## src/rtl/parity_rx4.sv

```systemverilog
// rtl/parity_rx4.sv - 4-bit parity-protected serial frame receiver with error LED and counter
module parity_rx4 #(
    parameter int CLKS_PER_BIT = 16,
    parameter bit PARITY_ODD   = 1'b0
) (
    input  logic       clk,
    input  logic       rst_n,
    input  logic       rxd,
    input  logic       clr_err,
    output logic [3:0] rx_data,
    output logic       rx_valid,
    output logic       parity_err,
    output logic       frame_err,
    output logic [7:0] err_cnt,
    output logic       led
);

    localparam int CW = $clog2(CLKS_PER_BIT);
    localparam logic [CW-1:0] CNT_HALF = CW'(CLKS_PER_BIT / 2 - 1);
    localparam logic [CW-1:0] CNT_LAST = CW'(CLKS_PER_BIT - 1);
    localparam logic [CW-1:0] CNT_ONE  = CW'(1);

    localparam logic [2:0] S_IDLE      = 3'd0;
    localparam logic [2:0] S_START     = 3'd1;
    localparam logic [2:0] S_DATA      = 3'd2;
    localparam logic [2:0] S_PARITY    = 3'd3;
    localparam logic [2:0] S_STOP      = 3'd4;
    localparam logic [2:0] S_WAIT_IDLE = 3'd5;

    logic          rx_meta;
    logic          rx_s;
    logic [2:0]    state;
    logic [CW-1:0] cnt;
    logic [1:0]    idx;
    logic [3:0]    shreg;
    logic          par_bit;

    logic bit_done;
    logic half_done;
    logic stop_edge;
    logic par_ok;
    logic frame_bad;
    logic par_bad;
    logic frame_good;
    logic err_event;

    // Both sync flops reset to the idle line level so reset never looks like a start bit.
    always_ff @(posedge clk or negedge rst_n) begin
        if (!rst_n) begin
            rx_meta <= 1'b1;
            rx_s    <= 1'b1;
        end else begin
            rx_meta <= rxd;
            rx_s    <= rx_meta;
        end
    end

    assign bit_done   = (cnt == CNT_LAST);
    assign half_done  = (cnt == CNT_HALF);
    assign stop_edge  = (state == S_STOP) && bit_done;
    assign par_ok     = ((^shreg) ^ par_bit) == PARITY_ODD;
    assign frame_bad  = stop_edge && !rx_s;
    assign par_bad    = stop_edge && rx_s && !par_ok;
    assign frame_good = stop_edge && rx_s && par_ok;
    assign err_event  = frame_bad || par_bad;

    always_ff @(posedge clk or negedge rst_n) begin
        if (!rst_n) begin
            state   <= S_IDLE;
            cnt     <= '0;
            idx     <= 2'd0;
            shreg   <= 4'd0;
            par_bit <= 1'b0;
        end else begin
            case (state)
                S_IDLE: begin
                    cnt <= '0;
                    if (!rx_s) begin
                        state <= S_START;
                    end
                end
                S_START: begin
                    // Mid-start check: a line already back high was only a glitch.
                    if (half_done) begin
                        cnt   <= '0;
                        idx   <= 2'd0;
                        state <= rx_s ? S_IDLE : S_DATA;
                    end else begin
                        cnt <= cnt + CNT_ONE;
                    end
                end
                S_DATA: begin
                    if (bit_done) begin
                        cnt        <= '0;
                        shreg[idx] <= rx_s;
                        idx        <= idx + 2'd1;
                        if (idx == 2'd3) begin
                            state <= S_PARITY;
                        end
                    end else begin
                        cnt <= cnt + CNT_ONE;
                    end
                end
                S_PARITY: begin
                    if (bit_done) begin
                        cnt     <= '0;
                        par_bit <= rx_s;
                        state   <= S_STOP;
                    end else begin
                        cnt <= cnt + CNT_ONE;
                    end
                end
                S_STOP: begin
                    // Leaving at mid-stop-bit lets a back-to-back start bit be caught.
                    if (bit_done) begin
                        cnt   <= '0;
                        state <= rx_s ? S_IDLE : S_WAIT_IDLE;
                    end else begin
                        cnt <= cnt + CNT_ONE;
                    end
                end
                S_WAIT_IDLE: begin
                    cnt <= '0;
                    if (rx_s) begin
                        state <= S_IDLE;
                    end
                end
                default: begin
                    cnt   <= '0;
                    state <= S_IDLE;
                end
            endcase
        end
    end

    always_ff @(posedge clk or negedge rst_n) begin
        if (!rst_n) begin
            rx_data    <= 4'd0;
            rx_valid   <= 1'b0;
            parity_err <= 1'b0;
            frame_err  <= 1'b0;
        end else begin
            rx_valid   <= frame_good;
            parity_err <= par_bad;
            frame_err  <= frame_bad;
            if (frame_good) begin
                rx_data <= shreg;
            end
        end
    end

    // A new error outranks a simultaneous clear so no error event is ever lost.
    always_ff @(posedge clk or negedge rst_n) begin
        if (!rst_n) begin
            led     <= 1'b0;
            err_cnt <= 8'd0;
        end else if (err_event) begin
            led <= 1'b1;
            if (clr_err) begin
                err_cnt <= 8'd1;
            end else if (err_cnt != 8'hFF) begin
                err_cnt <= err_cnt + 8'd1;
            end
        end else if (clr_err) begin
            led     <= 1'b0;
            err_cnt <= 8'd0;
        end
    end

endmodule

```

## config.mk

```make
export PLATFORM = sky130hd
export DESIGN_NAME = parity_rx4
export DESIGN_NICKNAME = d
export VERILOG_FILES = /design/src/rtl/parity_rx4.sv
export SDC_FILE = /design/constraint.sdc
export NUM_CORES = 1
export LEC_CHECK = 0
export CAP_MARGIN = 10
export CORE_MARGIN = 1
export CORE_UTILIZATION = 50
export DETAILED_ROUTE_END_ITERATION = 6
export DONT_BUFFER_PORTS = 1
export PLACE_DENSITY = 0.68
export SETUP_SLACK_MARGIN = 0.5
export SYNTH_ARGS = -nofsm -noshare
export SYNTH_HDL_FRONTEND = slang
export SYNTH_SLANG_ARGS = --single-unit
```

## constraint.sdc

```tcl
create_clock -name clk -period 1.85 [get_ports clk]
set_clock_uncertainty 0.15 [all_clocks]
set_input_delay 0.0925 -clock clk [delete_from_list [all_inputs] [get_ports clk]]
set_output_delay 0.0925 -clock clk [all_outputs]
set_load 0.01 [all_outputs]
```

==> metrics.yaml <==
yosysWarnings: 0
cts_buffer_depth: 2
tightestPinTransition_ps: 307
netlist_instances: 153
fin_util_pct: 76.9
drc: 0
ys_ff_latch: 32
syn_area_per_cell_um2: 10.4
ant_nets: 0
grt_overflow_total: 0
violations: "negative hold slack, negative setup slack"
crit_chain: "xnor3_2 -> xnor2_4 -> o211ai_4 -> or4_1 -> a21oi_1"
min_period_over_period_pct: 115
fin_area_um2: 2330
drtIter0Drc: 82
cts_buffers: 5
io_pins: 20
timing.final.ws_setup_ps: -275
vias: 1391
finalWirelength_um: 4290
pwr-share-comb_pct: 41.3
crit_buf_inv: 0
hold_viol: 8
die-height_um: 58.5
drt-vias-per-instance: 5.59
r2r_setup_slack_ps: -270
synth.distinct_cells: 39
cellLeakagePower_nw: 1.09
hold-path-endpoint: "err_cnt[4]"
die_w_um: 58.5
seq_area_frac_synth_pct: 50.4
internal_power_w: 0.00159
cts.sinks: 32
relSlewSlack_pct: 79.3
die-area_um2: 3420
cpMaxStageDelayCell: "or4_1"
power_frac_seq_pct: 36.6
hold_start: "clr_err"
status: "finished with violations"
critPathKind: "flop to flop"
dpl.hpwl_um: 2430
globalplace.congestion: 0.772
cts.clk_slew.worst_paths_ps: 110
rsz0062_at_grt: "yes"
p_per_area_nw_per_um2: 1030
critPathLaunchType: "flop"
max_clock_freq_mhz: 471
finalSetupViolCount: 14
areaGrowthSynthToFinish_pct: 46.2
clk_latency_ps: 340
synth_top_area_share_pct: 47.1
synth_ff_type: "dfrtp_1"
p_clk_share_pct: 22.1
row_count: 20
hold_path_depth: 1
max_stage_delay_ps: 540
worstReg2RegStart: "shreg[3]"
setup_tns_ps: -2660
ir_drop_uv: 761
crit_family: "XOR/XNOR gates"
dpl_cell_area_um2: 1840
holdWs_ps: -364
core_um2: 3030
finalMaxSlewViolations: 0
maxCapViolations: 0
worst_ep_arrival_time_ps: 2250
start_util_pct: 52.6
antenna_found_initial: 0
fin_nets: 214
grt_pass1_wl_um: 6410
cts_root_buffer: "clkbuf_4"
synth_top_area_cell: "dfrtp_1"
first_global_vias: 1440
rr_endpoint: "err_cnt[7]"
crit_fanout: 6
synth.net_count: 163
reg2reg_depth: 5
p_sw_share_pct: 33.9
drive_gt1_share_pct: 49.8
synth_edf_count: 0
numPortBuffers: 0
hold_buffers: 4
tritoncts: "built"
fin_crit_ps: 2120
syn-cell-area_um2: 1590
switchingPower_w: 0.000815
worstSetupEndpointType: "flop"
ys_top_cells_by_area: "dfrtp_1 47%, mux2_2 7.1%, ha_1 4.7%, nor2_1 3.8%, nand2_1 3.5%"
async_flop_share_pct: 100
insertedDiodeCount: 0
grtUsageTotal_pct: 25.4
wl_per_cell_um: 17.2
hp-class: "input pin to flop"
worstPathRequired_ps: 1980
dr.pass1.iters: 4
grt_max_degree: 33
cts_htree_levels: 2
==> power by group through the flow <==
stage / clock network, W / logic [W] / registers, W
after CTS: 0.000536 / 0.000877 / 0.000865
after global routing: 0.000565 / 0.00106 / 0.000887
after floorplan: 0 / 0.000463 / 0.000849
final: 0.000531 / 0.000992 / 0.000878
after global placement: 0 / 0.000545 / 0.000867
after detailed placement: 0 / 0.000584 / 0.000877
==> worst max-delay path by stage <==
stage / slack (ps) / cells after the start / start / endpoint
6_report: -270 / 5 / shreg[3] / err_cnt[7]
3_5_place_dp: -260 / 6 / shreg[3] / err_cnt[4]
3_3_place_gp: -120 / 6 / shreg[3] / err_cnt[4]
2_1_floorplan: -70 / 6 / shreg[3] / err_cnt[2]
4_1_cts: -180 / 6 / shreg[1] / err_cnt[4]
5_1_grt: -340 / 5 / shreg[3] / err_cnt[7]
==> cells in the final DEF, fill, tap and decap left out, types with 3 or more instances in the layout <==
master          n
buf_4          37
buf_6           9
clkbuf_4        5
dlygate4sd3_1   3
a21oi_1         4
nand2_2         3
mux2_4          7
nor2_4          4
nand2_1        11
o21ai_0         5
dfrtp_1        28
nand3_1         6
nor2_1         10
ha_1            5
inv_1           6
mux2_2          3
or4_1           3
a21oi_2         3
==> cell families (layout without fill, tap and decap cells) <==
logic type | count (synthesis) | in the layout | synth area share, %
AO/OA/AOI/OAI | 29 | 29 | 11.6
adder cells (fa/ha/maj) | 6 | 6 | 4.71
buffers and inverters | 14 | 66 | 3.77
multiplexers | 12 | 12 | 8.32
AND/OR/NAND/NOR | 54 | 54 | 16.6
XOR/XNOR | 6 | 6 | 4.63
flip-flops | 32 | 32 | 50.4
==> per-layer routing <==
layer,share of wire (%),global-route usage (%),vias up
met2,54,43.5,47
met5,0,0,-
li1,-,-,640
met4,1.1,10.5,0
met3,4.3,5.27,5
met1,41,31.4,699
==> sequential cells by signal, summed over array words and instances, names as in the netlist <==
register / flops
err_cnt: 8
cnt: 4
rx_data: 4
shreg: 4
state: 3
idx: 2
frame_err: 1
led: 1
par_bit: 1
parity_err: 1
rx_meta: 1
rx_s: 1
rx_valid: 1
==> cell usage after synthesis, types with 2 or more instances <==
master,instances
nand2_1,15
clkbuf_1,5
a21o_1,2
dfrtp_1,30
ha_1,6
o31ai_1,2
mux2i_1,2
xnor2_1,2
or3_1,2
or4_1,3
a311oi_1,2
xor2_1,2
a21oi_1,8
dfstp_2,2
nand3_1,8
nor2_1,16
inv_1,8
o21ai_0,7
and3_1,2
mux2_2,10
==> stage by stage <==
stage	total power, W	setup slack [ps]	cells
floorplan	0.00131	-73.4	153
global route	0.00252	-343	249
finish	0.00240	-275	249
CTS	0.00228	-176	245
global placement	0.00141	-123	217
detailed placement	0.00146	-256	217
==> layout make-up <==
cell class / instances / area [µm²]
fill: 177 / 698
tap: 44 / 55.1
clock inverter: 2 / 35.0
multi-input combinational: 107 / 931
sequential: 32 / 806
inverter: 8 / 32.5
timing repair buffer: 50 / 429
clock buffer: 6 / 41.3
==> repair_timing <==
item / in CTS / in global routing
buffers inserted: 16 / 4
gates resized for setup: 33 / 20
pin swaps: 20 / 15
hold endpoints to repair: 42 / 8
endpoints found under the setup margin: 28 / 30
==> worst reg2reg max path, stage by stage, from the launching register on <==
cell	delay, ps
dfrtp_1	380
xnor3_2	490
xnor2_4	220
o211ai_4	140
or4_1	540
a21oi_1	140
Power figures use the tool's default switching activity.
